--- src/rtl/fluid_dispense_ctrl.sv ---
// Sequential multi-channel fluid dispenser: visit tracking, per-channel stock, loyalty pricing.
// Optional macro DISPENSE_ABORT_EN: abort during DISPENSE closes the valve and bills dispensed litres only.
module fluid_dispense_ctrl #(
    parameter int NUM_FLUIDS = 4,
    parameter int NUM_USERS  = 16,
    parameter int VOL_W      = 8,
    parameter int PRICE_W    = 16,
    parameter int STOCK_W    = 16,
    parameter int STOCK_INIT = 100,
    parameter int LOW_THRESH = 10,
    parameter logic [NUM_FLUIDS*PRICE_W-1:0] PRICE_TABLE = {16'd80, 16'd50, 16'd30, 16'd10},
    localparam int UW = (NUM_USERS > 1) ? $clog2(NUM_USERS) : 1
) (
    input  logic                  clk,
    input  logic                  reset,
    input  logic                  req_valid,
    output logic                  req_ready,
    input  logic [UW-1:0]         req_user,
    input  logic [2:0]            req_fluid,
    input  logic [VOL_W-1:0]      req_vol,
    input  logic                  restock_valid,
    input  logic [2:0]            restock_fluid,
    input  logic [STOCK_W-1:0]    restock_amt,
    input  logic                  abort,
    output logic [NUM_FLUIDS-1:0] valve_open,
    output logic                  resp_valid,
    input  logic                  resp_ready,
    output logic [1:0]            resp_status,
    output logic [7:0]            resp_visits,
    output logic [7:0]            resp_disc,
    output logic [PRICE_W-1:0]    resp_orig,
    output logic [PRICE_W-1:0]    resp_final,
    output logic [STOCK_W-1:0]    resp_remaining,
    output logic [NUM_FLUIDS-1:0] low_stock
);
    typedef enum logic [2:0] {S_IDLE, S_LOOKUP, S_PRICE, S_DISP, S_DONE} state_t;

    localparam logic [PRICE_W+7:0] L_HUNDRED = (PRICE_W+8)'(100);

    state_t                r_state;
    logic [UW-1:0]         r_user;
    logic [2:0]            r_fluid;
    logic [VOL_W-1:0]      r_vol, r_cnt;
    logic [NUM_FLUIDS-1:0] r_valve;
    logic                  r_resp_valid;
    logic [1:0]            r_status;
    logic [7:0]            r_resp_visits, r_disc;
    logic [PRICE_W-1:0]    r_orig, r_final;
    logic [STOCK_W-1:0]    r_rem;
    logic [7:0]            r_visits [NUM_USERS];
    logic [STOCK_W-1:0]    r_stock  [NUM_FLUIDS];

    logic                  w_abort, w_disp, w_fluid_ok, w_reject;
    logic [STOCK_W-1:0]    w_stock_nxt [NUM_FLUIDS];
    logic [STOCK_W-1:0]    w_sel_stock, w_sel_nxt;
    logic [PRICE_W-1:0]    w_sel_price, w_orig_full;
    logic [7:0]            w_visit_inc, w_disc;

    function automatic logic [PRICE_W-1:0] f_price(input logic [VOL_W-1:0] vol,
                                                   input logic [PRICE_W-1:0] rate);
        logic [VOL_W+PRICE_W-1:0] prod;
        prod = {{PRICE_W{1'b0}}, vol} * {{VOL_W{1'b0}}, rate};
        return (|prod[VOL_W+PRICE_W-1:PRICE_W]) ? '1 : prod[PRICE_W-1:0];
    endfunction

    function automatic logic [PRICE_W-1:0] f_final(input logic [PRICE_W-1:0] orig,
                                                   input logic [7:0] disc);
        logic [PRICE_W+7:0] cut;
        cut = ({8'd0, orig} * {{PRICE_W{1'b0}}, disc}) / L_HUNDRED;
        return orig - cut[PRICE_W-1:0];
    endfunction

`ifdef DISPENSE_ABORT_EN
    assign w_abort = abort && (r_state == S_DISP);
`else
    logic w_unused_abort;
    assign w_unused_abort = abort;
    assign w_abort        = 1'b0;
`endif

    assign w_disp      = (r_state == S_DISP) && !w_abort;
    assign w_fluid_ok  = int'(r_fluid) < NUM_FLUIDS;
    assign w_reject    = !w_fluid_ok || (r_vol == '0) || (STOCK_W'(r_vol) > w_sel_stock);
    assign w_visit_inc = (r_visits[r_user] == 8'hFF) ? 8'hFF : r_visits[r_user] + 8'd1;
    assign w_disc      = (w_visit_inc < 8'd3) ? 8'd0 : (w_visit_inc == 8'd3) ? 8'd10 : 8'd20;
    assign w_orig_full = f_price(r_vol, w_sel_price);

    // Restock adds and dispense removes in the same cycle; result saturates at full scale.
    always_comb begin
        for (int i = 0; i < NUM_FLUIDS; i++) begin
            logic [STOCK_W:0] w_sum;
            w_sum = {1'b0, r_stock[i]};
            if (restock_valid && restock_fluid == 3'(i))
                w_sum = w_sum + {1'b0, restock_amt};
            if (w_disp && r_fluid == 3'(i))
                w_sum = w_sum - (STOCK_W+1)'(1);
            w_stock_nxt[i] = w_sum[STOCK_W] ? '1 : w_sum[STOCK_W-1:0];
        end
    end

    always_comb begin
        w_sel_stock = '0;
        w_sel_nxt   = '0;
        w_sel_price = '0;
        for (int i = 0; i < NUM_FLUIDS; i++) begin
            if (r_fluid == 3'(i)) begin
                w_sel_stock = r_stock[i];
                w_sel_nxt   = w_stock_nxt[i];
                w_sel_price = PRICE_TABLE[i*PRICE_W +: PRICE_W];
            end
        end
    end

    always_comb begin
        for (int i = 0; i < NUM_FLUIDS; i++)
            low_stock[i] = r_stock[i] < STOCK_W'(LOW_THRESH);
    end

    always_ff @(posedge clk or posedge reset) begin
        if (reset) begin
            r_state       <= S_IDLE;
            r_user        <= '0;
            r_fluid       <= '0;
            r_vol         <= '0;
            r_cnt         <= '0;
            r_valve       <= '0;
            r_resp_valid  <= 1'b0;
            r_status      <= '0;
            r_resp_visits <= '0;
            r_disc        <= '0;
            r_orig        <= '0;
            r_final       <= '0;
            r_rem         <= '0;
            for (int i = 0; i < NUM_USERS; i++)  r_visits[i] <= '0;
            for (int i = 0; i < NUM_FLUIDS; i++) r_stock[i]  <= STOCK_W'(STOCK_INIT);
        end else begin
            for (int i = 0; i < NUM_FLUIDS; i++) r_stock[i] <= w_stock_nxt[i];
            case (r_state)
                S_IDLE: if (req_valid) begin
                    r_user  <= req_user;
                    r_fluid <= req_fluid;
                    r_vol   <= req_vol;
                    r_state <= S_LOOKUP;
                end
                S_LOOKUP: if (w_reject) begin
                    r_status      <= (!w_fluid_ok || r_vol == '0) ? 2'd2 : 2'd1;
                    r_resp_visits <= r_visits[r_user];
                    r_disc        <= '0;
                    r_orig        <= '0;
                    r_final       <= '0;
                    r_rem         <= w_sel_stock;
                    r_resp_valid  <= 1'b1;
                    r_state       <= S_DONE;
                end else begin
                    r_state <= S_PRICE;
                end
                S_PRICE: begin
                    r_visits[r_user] <= w_visit_inc;
                    r_resp_visits    <= w_visit_inc;
                    r_disc           <= w_disc;
                    r_orig           <= w_orig_full;
                    r_final          <= f_final(w_orig_full, w_disc);
                    r_cnt            <= r_vol;
                    r_valve          <= NUM_FLUIDS'(1) << r_fluid;
                    r_state          <= S_DISP;
                end
                S_DISP:
`ifdef DISPENSE_ABORT_EN
                if (w_abort) begin
                    // r_cnt still holds the litres not yet poured
                    r_orig       <= f_price(r_vol - r_cnt, w_sel_price);
                    r_final      <= f_final(f_price(r_vol - r_cnt, w_sel_price), r_disc);
                    r_status     <= 2'd3;
                    r_rem        <= w_sel_nxt;
                    r_valve      <= '0;
                    r_resp_valid <= 1'b1;
                    r_state      <= S_DONE;
                end else
`endif
                begin
                    r_cnt <= r_cnt - VOL_W'(1);
                    if (r_cnt == VOL_W'(1)) begin
                        r_status     <= 2'd0;
                        r_rem        <= w_sel_nxt;
                        r_valve      <= '0;
                        r_resp_valid <= 1'b1;
                        r_state      <= S_DONE;
                    end
                end
                S_DONE: if (resp_ready) begin
                    r_resp_valid <= 1'b0;
                    r_state      <= S_IDLE;
                end
                default: r_state <= S_IDLE;
            endcase
        end
    end

    assign req_ready      = (r_state == S_IDLE);
    assign valve_open     = r_valve & ~{NUM_FLUIDS{w_abort}};
    assign resp_valid     = r_resp_valid;
    assign resp_status    = r_status;
    assign resp_visits    = r_resp_visits;
    assign resp_disc      = r_disc;
    assign resp_orig      = r_orig;
    assign resp_final     = r_final;
    assign resp_remaining = r_rem;
endmodule

--- config.mk ---
export PLATFORM = sky130hd
export DESIGN_NAME = fluid_dispense_ctrl
export DESIGN_NICKNAME = d
export VERILOG_FILES = /design/src/rtl/fluid_dispense_ctrl.sv
export SDC_FILE = /design/constraint.sdc
export NUM_CORES = 1
export LEC_CHECK = 0
export CORE_MARGIN = 2
export CORE_UTILIZATION = 31
export DETAILED_ROUTE_END_ITERATION = 16
export DONT_BUFFER_PORTS = 1
export GPL_TIMING_DRIVEN = 1
export SYNTH_ARGS = -nofsm -noshare
export SYNTH_HDL_FRONTEND = slang
export SYNTH_SLANG_ARGS = --single-unit
--- constraint.sdc ---
create_clock -name clk -period 53.2 [get_ports clk]
set_input_delay 10.64 -clock clk [delete_from_list [all_inputs] [get_ports clk]]
set_output_delay 10.64 -clock clk [all_outputs]
set_load 0.005 [all_outputs]
Word level (Yosys, flattened, before mapping) --
Cells that the tools add are included.
Word-level totals: RAM bits 0, bits in registers 289, output and inout port bits 76, logic and storage cells 162, bits in latches 0, memory bits (read-only) 0, memories kept 0, input port bits 40
Operators by class: eq/ne operators 17, magnitude comparators 9, div/mod/pow operators 1, multiply operators 2, bitwise gates (word level) 1, shift-type cells 1, $add $sub $neg 11, reductions and logical operators 27, muxes and demuxes 60
Operators by type and width (number):
- 16-bit two-way mux | 19
- 17-bit two-way mux | 8
- 128-bit bitwise mux | 1
- 16-bit case mux with 2 select lines | 3
- 16-bit by 16-bit adder with 17-bit output | 4
- 17-bit by 1-bit subtractor with 17-bit output (second input constant) | 4
- 16-bit by 4-bit < comparator with 1-bit output (second input constant) | 4
- 8-bit two-way mux | 6
- 8-bit case mux with 2 select lines | 3
- 8-bit binary-select mux with 4-bit select | 1
- 8-bit demux with 4-bit select | 1
- 24-bit by 7-bit divider with 24-bit output (second input constant) | 1
- 8-bit by 16-bit multiplier with 24-bit output | 1
- 16-bit by 5-bit multiplier with 21-bit output | 1
- 3-bit by 2-bit equality test with 1-bit output (second input constant) | 6
- 8-bit by 16-bit greater-than comparator with 1-bit output | 1
- 16-bit subtractor | 1
- 3-bit case mux with 5 select lines | 1
- 3-bit two-way mux | 4
- 5-bit two-way mux | 2
- 3-bit by 1-bit equality test with 1-bit output (second input constant) | 3
- 1-bit logical AND | 9
- 3-bit logical NOT | 3
- 8-bit by 1-bit adder with 8-bit output (second input constant) | 1
- other kinds (28) | 41

Logic depth before layout (Yosys ltp) --
Gate-level depths: netlist of run 1.
word-level depth 13, gate-level depth with buffers 95, mapped depth without buffers 84

Worst setup path after synthesis of run 1 --
Ideal clock, no wire load.
path kind register to register, start reg r_fluid[0], end reg r_final[14] (netlist: resp_final[14]), path buffers 9, required time 53064 ps, clock period less this slack 19816 ps, data arrival time 19680 ps, path slack 33384 ps, setup time 136 ps, cell stages (with the launch flop) 92, cell sequence dfrtp_1 > clkbuf_1 > clkbuf_1 > clkbuf_1 > clkbuf_1 > nor2_1 > nor2_1 > and2_1 > fa_1 > ha_1 > inv_1 > fa_1 > fa_1 > inv_1 > ha_1 > inv_1 > o21ai_0 > a21oi_1 > (+56 left out) > o2111ai_1 > ha_1 > inv_1 > fa_1 > a21o_1 > a21oi_1 > o21bai_1 > a21oi_1 > o21bai_1 > a21oi_1 > o21bai_1 > a21oi_1 > o21bai_1 > a21oi_1 > o21bai_1 > a21oi_1 > xor2_1 > o21ai_0
Between the ends: cells in the longest elaborated chain, start to end 12, elaborated cells between the ends (all ways) 26, those cells by class 1 x add/sub; 2 x mul; 1 x div; 2 x order compare; 4 x eq/ne; 10 x mux; 6 x reduce/logical
RTL lines:
- start: declaration | line 42 | logic [2:0] r_fluid;
- start signal: assignment | line 141 | r_fluid <= req_fluid;
- 3-bit logical NOT | line 106 | if (r_fluid == 3'(i)) begin
- 4-bit two-way mux | line 106
- 16-bit two-way mux (3 in a row) | line 106
- 8-bit by 16-bit multiplier with 24-bit output | line 62 | prod = {{PRICE_W{1'b0}}, vol} * {{VOL_W{1'b0}}, rate};
- 8-bit OR reduction | line 63 | return (|prod[VOL_W+PRICE_W-1:PRICE_W]) ? '1 : prod[PRICE_W-1:0];
- 16-bit two-way mux | line 63
- 16-bit by 5-bit multiplier with 21-bit output | line 69 | cut = ({8'd0, orig} * {{PRICE_W{1'b0}}, disc}) / L_HUNDRED;
- 24-bit by 7-bit divider with 24-bit output | line 69
- 16-bit subtractor | line 70 | return orig - cut[PRICE_W-1:0];
- 16-bit case mux with 2 select lines | line 138 | case (r_state)
- end signal: assignment | line 162 | r_final <= f_final(w_orig_full, w_disc);
- end: declaration | line 48 | logic [PRICE_W-1:0] r_orig, r_final;
Several ways; a longest one is shown, not always the timed one. A chain may end at the register's enable or synchronous reset.

Final worst setup path of run 1 --
start reg r_fluid[1], end reg r_final[14] (netlist: resp_final[14])
Same word-level chain as after synthesis.

==> impl_metrics.toml, run 1 <==
[worst_setup_path]
crit_arrival_ps = 23040
critPathSlowestCell = "o22ai_1"
endpoint_kind = "flop"
path_max_fanout = 53
slowest_delay_ps = 830
cp_common_cell = "a21oi_1"
crit_type = "flop to flop"
startpoint_type = "flop"
critPathRequiredTime_ps = 53610

[clocking]
cts_htree_levels = 2
postCtsHoldBufs = 0
cts_resized = 0
cts_sinks = 283
cts_tree = "built"
cts_buffers = 35
clockRootBuffer = "clkbuf_16"
clockBufferDepth = 3
clk_pin_slew_ps = 70
postCtsSetupRepairBufs = 0
insertion_delay_ps = 570

[floorplanning]
core_mm2 = 0.0790
dieArea_mm2 = 0.0821
pin_count = 116
fp.dieW_um = 287
die_h_um = 287
placementRows = 103
start_util_pct = 31.3

[sta]
rsz0062_at_grt = "no"
skew_ps = 23.9
post-route-period-util_pct = 42.5
fmax_ghz = 0.0442
setup_tns_ps = 0
fin_crit_ps = 22630
whs_ps = 475
relSlewSlack_pct = 14.3
finalMaxSlewViolations = 0
worst_pin_slew_ps = 1280
hold_viol_final = 0
setup_viol = 0

[yosys]
synthArstFlopShare_pct = 100
synth-main-ff-cell = "dfrtp_1"
synthesis.instances = 2759
netlist_top_cells_count = "nand2_1, dfrtp_1, a21oi_1, inv_1, nor2_1"
yosys-top-cells-area = "dfrtp_1, ha_1, mux4_2"
synth.most_common_cell = "nand2_1"
ys_ff_latch = 283
avgSynthCellArea_um2 = 8.97
yosys.area.top_type = "dfrtp_1"
netlist.area_leader.share_pct = 27.4
yosysWarningCount = 0
synth-edff-count = 0
ys_seq_area_share_pct = 28.7
syn-cell-area_mm2 = 0.0248
yosysUniqueCellTypes = 115

[detailed_routing]
via_count = 20100
drtIter0Drc = 1396
viasPerCell = 5.32
drtAntennaViolNets = 0
drc = 0
first_pass_iters = 5
routed_wl_um = 68000
routedWlPerCell_um = 18.0

[flow_run]
drv_cap = 0

[layout]
syn2layout_area_growth_pct = 9.24
fin_util_pct = 34.2
drive_gt1_share_pct = 11.2
nets = 2967
final_area_mm2 = 0.0270

[grt]
grt_start_max_net_pins = 96
antenna_found_initial = 3
grt_pass1_vias = 19600
grt_pass1_wl_um = 110000
gr-total-overflow = 0
grt_use_total_pct = 16.6

[placed_design]
placed_area_mm2 = 0.0258
place_hpwl_um = 51300
gp_congestion = 0.874
port_buffers = 0

[outcome]
outcome = "finished, final reports clean"

[hold_path]
holdCritPathClass = "flop to flop"
## worst max-delay path: cells and delay by family (launching register included)
| family | cells | cell delay [ps] |
|---|---|---|
| AOI/OAI and AO/OA | 42 | 11200 |
| xor gates and xnor gates | 1 | 150 |
| adders and majority gates | 12 | 4950 |
| buffers and inverters | 7 | 670 |
| DFF | 1 | 390 |
| muxes | 3 | 900 |
| and+or+nand+nor | 15 | 4100 |
## metal layers
| layer | vias to the layer above | global-route usage, % | routed length (µm) |
|---|---|---|---|
| li1 | 9756 | - | - |
| met1 | 9783 | 23.0 | 31500 |
| met2 | 441 | 26.0 | 30600 |
| met3 | 106 | 2.77 | 3450 |
| met4 | 4 | 5.67 | 2450 |
| met5 | - | 0 | 30 |
## path summary, 6_finish.rpt
check | start | to | slack, ps | depth (start not counted)
max in group asynchronous | reset | r_fluid[0] | 41670 | 2
max | r_fluid[1] | resp_final[14] | 30570 | 80
min reg2reg | r_visits[28] | r_visits[28] | 480 | 2
max reg2reg | r_fluid[1] | resp_final[14] | 30570 | 80
min in group asynchronous | reset | resp_valid | 10030 | 1
min | r_visits[28] | r_visits[28] | 480 | 2
## area by class of cell
cell class | count | area [µm²]
Inverter | 195 | 741
Fill cell | 8068 | 52000
Multi-Input combinational cell | 2146 | 16400
Timing Repair Buffer | 37 | 278
Clock buffer | 48 | 1000
Clock inverter | 15 | 209
Antenna cell | 3 | 7.51
Tap cell | 1050 | 1310
Sequential cell | 283 | 7100
## through the flow
stage                     setup WS [ps]  cells
after floorplan                   33380   2762
after global placement            30760   3711
after detailed placement          30710   3711
after CTS                         30630   3774
after global routing              28770   3776
final                             30570   3777
## state kept, by name, summed over array words and instances (netlist names)
| register | cells |
|---|---|
| r_visits | 128 |
| r_stock | 64 |
| resp_final | 16 |
| resp_orig | 16 |
| resp_remaining | 16 |
| r_cnt | 8 |
| r_vol | 8 |
| resp_visits | 8 |
| r_user | 4 |
| valve_open | 4 |
| r_fluid | 3 |
| r_state | 3 |
| resp_disc | 2 |
| resp_status | 2 |
| resp_valid | 1 |
## layout by cell type (no fill, tap or decap), types with 41 or more instances in the layout
cell	count
mux2i_1	62
mux4_2	57
dfrtp_1	268
nand2_1	279
ha_1	171
xor2_1	49
nand3_1	91
nor3_1	41
xnor2_1	136
a21o_1	43
and2_1	42
mux2_2	54
nor2_1	171
o21ai_0	131
o22ai_1	45
o211ai_1	50
o21bai_1	49
fa_1	58
a21oi_1	223
inv_1	193
## cell families after synthesis
family	synth area share (%)
flip-flops	28.7
multiplexers	10.3
buffers and inverters	5.39
AND/OR/NAND/NOR	15.8
XOR/XNOR	6.90
adder cells (fa/ha/maj)	13.5
AO/OA/AOI/OAI	19.5
other	0.0151
Power of run 1 is left out: the tool's default activity adds up to more than one toggle a clock period on the data nets, which glitch-free logic cannot reach.
==> inputs of run 2 (changes only) <==
==> constraint.sdc (replaced) <==
create_clock -name clk -period 21.7 [get_ports clk]
set_input_delay 4.34 -clock clk [delete_from_list [all_inputs] [get_ports clk]]
set_output_delay 4.34 -clock clk [all_outputs]
set_load 0.005 [all_outputs]
==> impl_metrics.toml, run 2 (synthesized netlist as in run 1, its figures left out) <==
[placed_design]
gp_congestion = 0.887
port_buffers = 0
place_hpwl_um = 51900

[worst_setup_path]
slowest_delay_ps = 590
endpoint_kind = "flop"
path_max_fanout = 19
critPathRequiredTime_ps = 22090
startpoint_type = "flop"
worstSetupStartpoint = "r_fluid[1]"
crit_arrival_ps = 20840
reg2reg_from = "r_fluid[1]"
crit_type = "flop to flop"
critPathSlowestCell = "or4_4"
cp_common_cell = "a21oi_1"

[floorplanning]
placementRows = 103
pin_count = 116
fp.dieW_um = 287
dieArea_mm2 = 0.0821
die_h_um = 287
core_mm2 = 0.0790
start_util_pct = 31.3

[sta]
finalMaxSlewViolations = 0
skew_ps = 26.2
worst_pin_slew_ps = 1200
relSlewSlack_pct = 19.9
hold_viol_final = 0
setup_viol = 0
post-route-period-util_pct = 94.2
fin_crit_ps = 20450
fmax_ghz = 0.0489

[clocking]
cts_sinks = 283
insertion_delay_ps = 560
cts_tree = "built"
cts_buffers = 36
clk_pin_slew_ps = 60
cts_htree_levels = 2
clockBufferDepth = 3
clockRootBuffer = "clkbuf_16"

[layout]
nets = 3015
top_register = "r_visits"
syn2layout_area_growth_pct = 11.5
drive_gt1_share_pct = 13.7
layout_common_cells = "nand2_1, dfrtp_1, a21oi_1"
fin_util_pct = 34.9
largest_register_ffs = 128
final_common_cell = "nand2_1"
reg_top3 = "r_visits: 128 flops, r_stock: 64 flops"

[grt]
grt_use_total_pct = 16.6
grt_pass1_vias = 19800
antenna_found_initial = 6
grt_start_max_net_pins = 89
grt_pass1_wl_um = 110000
gr-total-overflow = 0

[hold_path]
worstHoldStart = "r_visits[112]"
holdCritPathClass = "flop to flop"

[outcome]
outcome = "finished, final reports clean"

[detailed_routing]
drc = 0
first_pass_iters = 6
via_count = 20300
viasPerCell = 5.31
routedWlPerCell_um = 17.9
drtAntennaViolNets = 0
drtIter0Drc = 1361
routed_wl_um = 68300

[flow_run]
drv_cap = 0
[run 2: area by class of cell]
class / instances / area (µm²)
fill: 8041 / 51400
multi-input combinational: 2146 / 16600
clock inverter: 13 / 174
tap: 1050 / 1310
clock buffer: 51 / 1040
timing repair buffer: 84 / 643
inverter: 195 / 741
sequential: 283 / 7100
antenna: 2 / 5.00
[run 2: worst max-delay path: cells and delay by family (launching register included)]
kind,cells,cell delay [ps]
AO/OA/AOI/OAI,41,9050
XOR/XNOR,1,160
adder cells (fa/ha/maj),11,4540
buffers and inverters,13,1640
flip-flops,1,450
multiplexers,5,1430
AND/OR/NAND/NOR,14,2930
[run 2: timing repair]
item                                    CTS  global route
endpoints found under the setup margin    0             6
gates resized for setup                   0            39
hold buffers                              0             0
buffers inserted                          0            14
[run 2: stage by stage]
| stage | hold slack (ps) | setup WS, ps | setup TNS (ps) | instances | area, µm² |
|---|---|---|---|---|---|
| after detailed placement | 468 | 626 | 0 | 3744 | 26100 |
| after global routing | 501 | -12.0 | -12.0 | 3824 | 27600 |
| final | 476 | 1250 | 0 | 3824 | 27600 |
| after floorplan | 445 | 1880 | 0 | 2762 | 24800 |
| after global placement | 458 | 739 | 0 | 3744 | 26100 |
| after CTS | 483 | 494 | 0 | 3808 | 27300 |
[run 2: path summary, 6_finish.rpt]
| path | to | slack [ps] | cells past startpoint |
|---|---|---|---|
| worst max-delay path | resp_final[14] | 1250 | 85 |
| max in group asynchronous | r_user[0] | 15660 | 3 |
| min in group asynchronous | resp_remaining[12] | 3690 | 1 |
| worst min register to register | r_visits[112] | 480 | 2 |
| worst min-delay path | r_visits[112] | 480 | 2 |
| worst max register to register | resp_final[14] | 1250 | 85 |
[run 2: metal layers]
layer | vias to the layer above | part of all wire, % | global-route usage [%]
met5 | - | 0.083 | 0
met2 | 457 | 45 | 26.4
li1 | 9880 | - | -
met3 | 131 | 5.2 | 2.93
met1 | 9844 | 46 | 22.5
met4 | 10 | 3.7 | 5.96
Power of run 2 is left out for the same reason.
